`config.mk`:
```
export PLATFORM = sky130hd
export DESIGN_NAME = silife_load_ctrl
export DESIGN_NICKNAME = d
export VERILOG_FILES = /design/src/rtl/silife_pkg.sv /design/src/rtl/silife_load_shifter.sv /design/src/rtl/silife_load_ctrl.sv
export SDC_FILE = /design/constraint.sdc
export NUM_CORES = 1
export LEC_CHECK = 0
export ABC_AREA = 0
export CAP_MARGIN = 20
export CORE_MARGIN = 5
export CORE_UTILIZATION = 50
export DETAILED_ROUTE_END_ITERATION = 12
export GPL_ROUTABILITY_DRIVEN = 0
export PLACE_DENSITY = 0.74
export SETUP_SLACK_MARGIN = 0.4
export SLEW_MARGIN = 20
export SYNTH_ARGS = -nofsm -noshare
export SYNTH_HDL_FRONTEND = slang
export SYNTH_SLANG_ARGS = --single-unit
```
`constraint.sdc`:
```
create_clock -name clk -period 4.15 [get_ports clk]
set_input_delay 0.415 -clock clk [delete_from_list [all_inputs] [get_ports clk]]
set_output_delay 0.415 -clock clk [all_outputs]
set_load 0.01 [all_outputs]
```
`src/rtl/silife_pkg.sv`:
```
// Shared types and sizing helpers for the silife serial load path.
package silife_pkg;

    typedef enum logic [2:0] {
        IDLE,
        SETUP,
        LOW,
        HIGH,
        HOLD
    } load_state_t;

    // Number of input words needed to cover one frame.
    function automatic int unsigned nwords(input int unsigned frame_bits,
                                           input int unsigned word_width);
        return (frame_bits + word_width - 1) / word_width;
    endfunction

    // Bits taken from the MSBs of the final word of a frame.
    function automatic int unsigned last_word_bits(input int unsigned frame_bits,
                                                   input int unsigned word_width);
        return frame_bits - word_width * (nwords(frame_bits, word_width) - 1);
    endfunction

endpackage

```
`src/rtl/silife_load_shifter.sv`:
```
// One-entry word buffer feeding an MSB-first shift register with a bit counter.
module silife_load_shifter #(
    parameter int unsigned WORD_WIDTH = 32,
    parameter int unsigned LAST_BITS  = 32
) (
    input  logic                  clk,
    input  logic                  reset,
    input  logic [WORD_WIDTH-1:0] i_word,
    input  logic                  i_word_valid,
    input  logic                  i_accept_en,
    output logic                  o_word_ready,
    input  logic                  i_is_last,
    input  logic                  i_shift,
    input  logic                  i_flush,
    output logic                  o_buf_v,
    output logic                  o_msb,
    output logic                  o_empty
);
    localparam int unsigned CW = $clog2(WORD_WIDTH + 1);
    localparam logic [CW-1:0] CNT_FULL = CW'(WORD_WIDTH);
    localparam logic [CW-1:0] CNT_LAST = CW'(LAST_BITS);
    localparam logic [CW-1:0] CNT_ONE  = CW'(1);

    logic [WORD_WIDTH-1:0] r_buf;
    logic                  r_buf_last;
    logic                  r_buf_v;
    logic [WORD_WIDTH-1:0] r_sr;
    logic [CW-1:0]         r_cnt;

    logic w_empty;
    logic w_accept;
    logic w_load;

    assign w_empty      = (r_cnt == '0);
    assign o_word_ready = !r_buf_v && i_accept_en;
    assign w_accept     = i_word_valid && o_word_ready;
    // Reload on the shift that consumes the final bit so word boundaries cost no cycles.
    assign w_load       = r_buf_v && (w_empty || (i_shift && (r_cnt == CNT_ONE)));

    assign o_buf_v = r_buf_v;
    assign o_empty = w_empty;
    assign o_msb   = r_sr[WORD_WIDTH-1] && !w_empty;

    // Buffer fill/drain and shift register load/shift.
    always_ff @(posedge clk or negedge reset) begin
        if (!reset) begin
            r_buf      <= '0;
            r_buf_last <= 1'b0;
            r_buf_v    <= 1'b0;
            r_sr       <= '0;
            r_cnt      <= '0;
        end else if (i_flush) begin
            r_buf_v    <= 1'b0;
            r_buf_last <= 1'b0;
            r_sr       <= '0;
            r_cnt      <= '0;
        end else begin
            if (w_accept) begin
                r_buf      <= i_word;
                r_buf_last <= i_is_last;
                r_buf_v    <= 1'b1;
            end else if (w_load) begin
                r_buf_v <= 1'b0;
            end
            if (w_load) begin
                r_sr  <= r_buf;
                r_cnt <= r_buf_last ? CNT_LAST : CNT_FULL;
            end else if (i_shift && !w_empty) begin
                r_sr  <= {r_sr[WORD_WIDTH-2:0], 1'b0};
                r_cnt <= r_cnt - CNT_ONE;
            end
        end
    end

endmodule

```
`src/rtl/silife_load_ctrl.sv`:
```
// Serializes configuration words onto the silife grid load chain (cs/clk/data).
module silife_load_ctrl
    import silife_pkg::*;
#(
    parameter int unsigned WORD_WIDTH = 32,
    parameter int unsigned FRAME_BITS = 128,
    parameter int unsigned CLK_DIV    = 2
) (
    input  logic                  clk,
    input  logic                  reset,
    input  logic [WORD_WIDTH-1:0] i_word,
    input  logic                  i_word_valid,
    output logic                  o_word_ready,
    input  logic                  i_abort,
    input  logic                  i_grid_busy,
    output logic                  o_load_cs,
    output logic                  o_load_clk,
    output logic                  o_load_data,
    output logic                  o_busy,
    output logic                  o_done
);
    localparam int unsigned NWORDS    = nwords(FRAME_BITS, WORD_WIDTH);
    localparam int unsigned LAST_BITS = last_word_bits(FRAME_BITS, WORD_WIDTH);
    localparam int unsigned FCW       = $clog2(FRAME_BITS + 1);
    localparam int unsigned DW        = (CLK_DIV > 1) ? $clog2(CLK_DIV) : 1;
    localparam int unsigned WCW       = $clog2(NWORDS + 1);

    localparam logic [DW-1:0]  DIV_MAX   = DW'(CLK_DIV - 1);
    localparam logic [FCW-1:0] FRAME_END = FCW'(FRAME_BITS);
    localparam logic [WCW-1:0] WORD_LAST = WCW'(NWORDS - 1);
    localparam logic [WCW-1:0] WORD_MAX  = WCW'(NWORDS);

    load_state_t    r_state, w_state_d;
    logic [DW-1:0]  r_div_cnt, w_div_d;
    logic [FCW-1:0] r_frame_cnt, w_frame_d;
    logic [WCW-1:0] r_word_cnt, w_word_cnt_d;
    logic           r_done, w_done_d;

    logic w_accept_en;
    logic w_accept;
    logic w_phase_end;
    logic w_shift;
    logic w_buf_v;
    logic w_msb;
    logic w_empty;
    logic w_is_last;

    // Busy only gates a new frame; words beyond the frame wait for IDLE.
    assign w_accept_en = ((r_state != IDLE) || !i_grid_busy) && !i_abort &&
                         (r_word_cnt < WORD_MAX);
    assign w_accept    = i_word_valid && o_word_ready;
    assign w_phase_end = (r_div_cnt == DIV_MAX);
    assign w_is_last   = (r_word_cnt == WORD_LAST);

    silife_load_shifter #(
        .WORD_WIDTH (WORD_WIDTH),
        .LAST_BITS  (LAST_BITS)
    ) u_shifter (
        .clk          (clk),
        .reset        (reset),
        .i_word       (i_word),
        .i_word_valid (i_word_valid),
        .i_accept_en  (w_accept_en),
        .o_word_ready (o_word_ready),
        .i_is_last    (w_is_last),
        .i_shift      (w_shift),
        .i_flush      (i_abort),
        .o_buf_v      (w_buf_v),
        .o_msb        (w_msb),
        .o_empty      (w_empty)
    );

    assign o_load_cs   = (r_state != IDLE);
    assign o_load_clk  = (r_state == HIGH);
    assign o_load_data = ((r_state == LOW) || (r_state == HIGH)) && w_msb;
    assign o_busy      = (r_state != IDLE);
    assign o_done      = r_done;

    // Next-state, phase divider, frame and word counters.
    always_comb begin
        w_state_d    = r_state;
        w_div_d      = r_div_cnt;
        w_frame_d    = r_frame_cnt;
        w_word_cnt_d = r_word_cnt;
        w_done_d     = 1'b0;
        w_shift      = 1'b0;

        if (w_accept) begin
            w_word_cnt_d = r_word_cnt + WCW'(1);
        end

        if (i_abort) begin
            w_state_d    = IDLE;
            w_div_d      = '0;
            w_frame_d    = '0;
            w_word_cnt_d = '0;
        end else begin
            unique case (r_state)
                IDLE: begin
                    w_div_d   = '0;
                    w_frame_d = '0;
                    if (w_buf_v) begin
                        w_state_d = SETUP;
                    end
                end
                SETUP: begin
                    if (w_phase_end) begin
                        w_state_d = LOW;
                        w_div_d   = '0;
                    end else begin
                        w_div_d = r_div_cnt + DW'(1);
                    end
                end
                LOW: begin
                    // Underflow: hold the low phase with the divider frozen.
                    if (!w_empty) begin
                        if (w_phase_end) begin
                            w_state_d = HIGH;
                            w_div_d   = '0;
                        end else begin
                            w_div_d = r_div_cnt + DW'(1);
                        end
                    end
                end
                HIGH: begin
                    if (w_phase_end) begin
                        w_shift   = 1'b1;
                        w_frame_d = r_frame_cnt + FCW'(1);
                        w_div_d   = '0;
                        w_state_d = ((r_frame_cnt + FCW'(1)) == FRAME_END) ? HOLD : LOW;
                    end else begin
                        w_div_d = r_div_cnt + DW'(1);
                    end
                end
                HOLD: begin
                    if (w_phase_end) begin
                        w_state_d    = IDLE;
                        w_div_d      = '0;
                        w_word_cnt_d = '0;
                        w_done_d     = 1'b1;
                    end else begin
                        w_div_d = r_div_cnt + DW'(1);
                    end
                end
                default: begin
                    w_state_d = IDLE;
                    w_div_d   = '0;
                end
            endcase
        end
    end

    // State and counter registers.
    always_ff @(posedge clk or negedge reset) begin
        if (!reset) begin
            r_state     <= IDLE;
            r_div_cnt   <= '0;
            r_frame_cnt <= '0;
            r_word_cnt  <= '0;
            r_done      <= 1'b0;
        end else begin
            r_state     <= w_state_d;
            r_div_cnt   <= w_div_d;
            r_frame_cnt <= w_frame_d;
            r_word_cnt  <= w_word_cnt_d;
            r_done      <= w_done_d;
        end
    end

endmodule

```
# Yosys cells after proc, flatten, opt, wreduce, memory -nomap -nowiden
# Index checks and enable logic that the tools add are counted.
[totals]
ff_bits = 87
in_bits = 37
output_inout_bits = 6
elab_cells = 87
[op_classes]
add_sub_neg = 4
order_cmp = 1
eq_ne = 12
n_mux = 34
bitwise = 1
reduce_logical = 26
[ops]
columns = ["operator", "count"]
rows = [
  ["$mux W32", 3],
  ["$mux W3", 12],
  ["$mux W6", 3],
  ["$mux W8", 2],
  ["$pmux W8 S2", 1],
  ["$pmux W3 S5", 1],
  ["$ne A3 B3 Y1 const B", 4],
  ["$reduce_bool A3 Y1", 4],
  ["$mux W1", 11],
  ["$logic_and A1 B1 Y1", 9],
  ["$add A8 B1 Y8 const B", 1],
  ["$eq A8 B8 Y1 const B", 1],
  ["$eq A3 B2 Y1 const B", 2],
  ["$eq A6 B1 Y1 const B", 1],
  ["$logic_not A6 Y1", 1],
  ["$ne A3 B2 Y1 const B", 2],
  ["$reduce_and A6 Y1", 1],
  ["$sub A6 B1 Y6 const B", 1],
  ["$logic_not A1 Y1", 4],
  ["$reduce_and A2 Y1", 2],
  ["$add A3 B1 Y3 const B", 1],
  ["$eq A3 B1 Y1 const B", 1],
  ["$eq A3 B3 Y1 const B", 1],
  ["$logic_not A3 Y1", 1],
  ["6 further kinds", 8],
]

# Depth between registers and ports, before layout
[depth]
depth_word = 10
mapped_depth = 7
mapped_depth_nobuf = 6

# By module
# A second synthesis with hierarchy kept.
[unflattened]
hier_cells = 328
area_unflattened_um2 = 4091.4
[modules_own_cells]
columns = ["module", "n_inst", "cells_each", "area_each_um2", "seq_area_each_um2"]
rows = [
  ["silife_load_shifter", 1, 222, 3133.0, 1776.7],
  ["silife_load_ctrl", 1, 106, 958.4, 400.4],
]

# Worst setup path before layout
# OpenSTA, ideal clock, no wires.
[synth_timing]
path_type = "in2reg"
from = "input port i_abort"
to = "register u_shifter.r_buf[10]"
setup_ns = 0.128
t_arrival_ns = 1.750
required_ns = 4.022
setup_slack_ns = 2.273
cell_stages = 5
path_buffers = 1
cell_sequence = "or3_1 -> a31oi_2 -> nand2_2 -> buf_2 -> mux2_1"
[synth_via]
elab_chain_len = 6
word_cells_on_any_way = 7
cone_classes = "bitwise (1); reduce/logical (6)"
[synth_rtl]
columns = ["element", "line_no", "source"]
rows = [
  ["from (decl)", "silife_load_ctrl.sv:14", "input logic i_abort,"],
  ["$logic_not A1 Y1", "silife_load_ctrl.sv:49", "assign w_accept_en = ((r_state != IDLE) || !i_grid_busy) && !i_abort &&"],
  ["$logic_and A1 B1 Y1 (2 in series)", "silife_load_ctrl.sv:49", ""],
  ["$logic_and A1 B1 Y1", "silife_load_shifter.sv:35", "assign o_word_ready = !r_buf_v && i_accept_en;"],
  ["net o_word_ready", "silife_load_ctrl.sv:13", "output logic o_word_ready,"],
  ["$logic_and A1 B1 Y1", "silife_load_shifter.sv:36", "assign w_accept = i_word_valid && o_word_ready;"],
  ["$reduce_and A2 Y1 (no source line)", "n/a", ""],
  ["to (signal assigned)", "silife_load_shifter.sv:59", "r_buf <= i_word;"],
  ["to (decl)", "silife_load_shifter.sv:24", "logic [WORD_WIDTH-1:0] r_buf;"],
]
# The timed path passes the listed nets, and every way through them passes these cells.
# A chain may end at the register's enable or synchronous reset.

# Worst setup path after layout
[layout_timing]
from = "input port i_abort"
to = "output port o_word_ready"
[layout_via]
elab_chain_len = 4
[layout_rtl]
columns = ["element", "line_no"]
rows = [
  ["$logic_not A1 Y1", "silife_load_ctrl.sv:49"],
  ["$logic_and A1 B1 Y1 (2 in series)", "silife_load_ctrl.sv:49"],
  ["$logic_and A1 B1 Y1", "silife_load_shifter.sv:35"],
  ["to (decl)", "silife_load_ctrl.sv:13"],
]
# Every way passes these cells.

==> key figures <==
Global routing
  • Global-route wire length before repair: 12210 µm
  • Number of antenna violations at the first check in global routing: 0
  • Gr ovfl total: 0
  • Total global-route track usage: 0.1512
  • Largest net degree at the start of global routing: 88
  • Number of global-route vias before repair: 2672

Die
  • Floorplan die area: approximately 9900 µm²
  • Total core area: 7767 µm²
  • Total I/O pin count: 43
  • Initial core utilization: 0.5163
  • Die height: 99.56 µm
  • Die W: 99.56 µm
  • Row Count: 32

Clocking
  • Clock Latency Late Sink: roughly 0.35 ns
  • Clock-pin slew of the registers on the worst-case setup and hold paths: 0.09 ns
  • Number of CTS-inserted buffers: 9
  • Largest buffer count on any clock path: 2
  • Count of H-tree levels built during CTS: 3
  • TritonCTS clock tree: built
  • CTS root buffer: clkbuf_8
  • Num Clock Sinks: 87
  • Count of buffers added by post-CTS timing repair for setup: 0
  • Number of resized instances in the post-cts repair step: 0
  • Post-cts hold buffer count: 0

Power and ir drop
  • PwrDens: 414.8 nW/µm²
  • Clock power share: 0.299
  • Share of total power in combinational logic: 0.155
  • Fraction of power spent switching nets: 0.2618
  • Cell-internal power: 1.437 mW
  • Pleak: 2.138 nW
  • Maximum ir drop on the vdd rail: 249.9 µV
  • Power Total: 1.947 mW
  • Register share of total power: 0.546
  • Sw Pwr: 509.6 µW

Synthesis
  • Synthesized area divided by synthesized cell count: about 12 µm²
  • Synth area leader: dfrtp_1
  • Cells after Synth: ~350
  • Number of warning messages in the yosys log: 0
  • Synth Cell Area: around 4000 µm²
  • Number of synthesized register bits: just under 90
  • Dominant cell by count in the synthesized netlist: dfrtp_1
  • Net Count, Synth: 390
  • Distinct cell type count after synthesis: 48
  • Ranking of synthesized cells by instance count: dfrtp_1, nand2_1, mux2_1
  • Proportion of synthesized flip-flops having asynchronous set or reset: 1.000
  • Cell types with the largest area share after synthesis: dfrtp_1, mux2_1, mux2i_1
  • Post-synth EDFFs: 0
  • Synth Flop Type: dfrtp_1
  • Fraction of post-synthesis cell area in the top cell type by area: 0.5429
  • Sequential area share after synthesis: 0.5429

Worst setup path
  • Type of the worst setup path: input pin to output port
  • Kind of end point of the critical path: output port
  • Crit path max fanout: 17
  • CP Data Arrival Time: 2.25 ns
  • CP Data Required Time: 3.73 ns
  • Crit Reg-Reg Startpoint: u_shifter.r_cnt[2]
  • RR Endpoint: u_shifter.r_sr[27]
  • Register-to-Register Setup Slack: 1.85 ns
  • Launching element type of the critical path: input pin
  • Worst Reg2Reg Path Length in Cells: 6

Routing
  • Wire length on met3: ~370 µm
  • Number of vias per cell after detailed routing: around 5.5
  • Number of DRC markers in iteration 0: 74
  • First-pass detailed-route iteration total: 4
  • Final wirelength: 7013 µm
  • Metal2 WL: 3264 µm
  • Antenna viol nets, final: 0
  • Detail-routed net length per standard cell: 14.28 µm
  • Top routing layer used: met4
  • Post-route met1 wirelength: 3344 µm
  • Via count: around 2.7k
  • DRC viols: 0

Job
  • Max Cap Viol: 0

Timing
  • Final worst clock skew: between 0.01 and 0.015 ns
  • RSZ-0062 raised after global routing: no
  • Final period demand of the worst path: 2.661 ns
  • Number of setup violations in the final report: 0
  • Relative slew slack: 0.4213
  • Hold Fails Final Rpt: 0
  • Part of the cycle the worst path needs: 0.6411
  • Fmax achieved: 375.9 MHz
  • Final Slew Violations: 0
  • Post-Route Setup TNS: 0 ns
  • Worst-margin pin slew: 0.8649 ns
  • Worst Hold Slack: 0.09020 ns
  • Crit path setup slack, layout: 1.489 ns

Final layout
  • Post-layout util: 0.6042
  • P&R area growth vs syn: 17.04%
  • Non-filler instance count after layout: 491
  • Cell area after layout: roughly 4700 µm²
  • Layout cells sized above 1: 0.07455
  • Diodes inserted: 0
  • Fin nets: 426

Min path
  • Min-Delay Path Class: input pin to asynchronous set/reset pin

Place
  • Post-placement cell count: 475
  • Total cell area at the placement stage: 4492 µm²
  • Post-detailed-placement half-perimeter wirelength: between 4000 and 5000 µm
  • Worst slack, placed: ~1.3 ns
  • Input/output buffers: 42

Status
  • Outcome: complete, no violations
## power by group through the flow
stage	Combinational, mW	Clock, mW	Sequential (mW)
2_1_floorplan	0.220	0	1.05
3_3_place_gp	0.297	0	1.07
3_5_place_dp	0.307	0	1.08
4_1_cts	0.308	0.602	1.06
5_1_grt	0.337	0.638	1.08
6_report	0.301	0.583	1.06
## critical path, stage by stage
cell and delay [ns]:
clkdlybuf4s50_1 0.39, buf_4 0.19, or3_1 0.39, a31oi_2 0.26, clkdlybuf4s50_1 0.59
## layout make-up
cell class	count	area [µm²]
clock inverters	5	56.30
multi-input cells	237	1719
clock buffers	11	141.4
flip-flops and latches	87	2177
fillers	642	3074
inverters	4	15.01
well taps	102	127.6
repair buffers	45	456.7
## sequential cells by signal, indices dropped and copies added, names as in the netlist
register           count
r_frame_cnt            8
r_state                3
u_shifter.r_buf       32
o_done                 1
u_shifter.o_buf_v      1
u_shifter.r_sr        32
r_word_cnt             3
u_shifter.r_cnt        6
r_div_cnt              1
## cells by family after synthesis
group / Yosys count / share of synthesized area
xor gates and xnor gates: 9 / 0.01966
DFF: 87 / 0.5429
muxes: 64 / 0.1700
adders and majority gates: 5 / 0.01560
and+or+nand+nor: 92 / 0.1139
AOI/OAI and AO/OA: 67 / 0.1051
buffers and inverters: 24 / 0.03276
## cell usage in the layout (no fill, tap or decap), types with 2 or more instances in the layout
cell type / n
ha_1: 5
nand3_1: 6
clkdlybuf4s50_1: 41
mux2_1: 33
nor2_1: 11
or3_1: 2
mux2i_1: 31
inv_1: 4
xor2_1: 8
o21ai_1: 31
nand2_1: 45
buf_4: 2
nor3_1: 7
o21a_1: 2
nand3b_1: 3
clkinv_2: 2
and3_1: 3
and2_0: 3
dfrtp_1: 87
a22o_1: 2
o22ai_1: 2
clkbuf_8: 10
a21oi_1: 5
o21ai_0: 9
a31oi_1: 3
o31ai_1: 4
nand2b_1: 2
## layer usage
| layer | GRT usage | vias to the layer above |
|---|---|---|
| met1 | 0.1966 | 1328 |
| met4 | 0.03466 | 0 |
| met2 | 0.2469 | 56 |
| met3 | 0.04979 | 4 |
| met5 | 0 | - |
| li1 | - | 1301 |
## how the worst max path moves through the flow
stage / slack (ns) / end / start / cells after the start
2_1_floorplan: 2.27 / u_shifter.r_buf[10] / i_abort / 5
3_3_place_gp: 1.31 / u_shifter.r_buf[16] / i_abort / 6
3_5_place_dp: 1.27 / u_shifter.r_buf[13] / i_abort / 6
4_1_cts: 1.47 / o_load_data / u_shifter.r_cnt[2] / 4
5_1_grt: 1.38 / o_load_data / u_shifter.r_cnt[2] / 4
6_report: 1.49 / o_word_ready / i_abort / 5
Power figures use the tool's default switching activity.
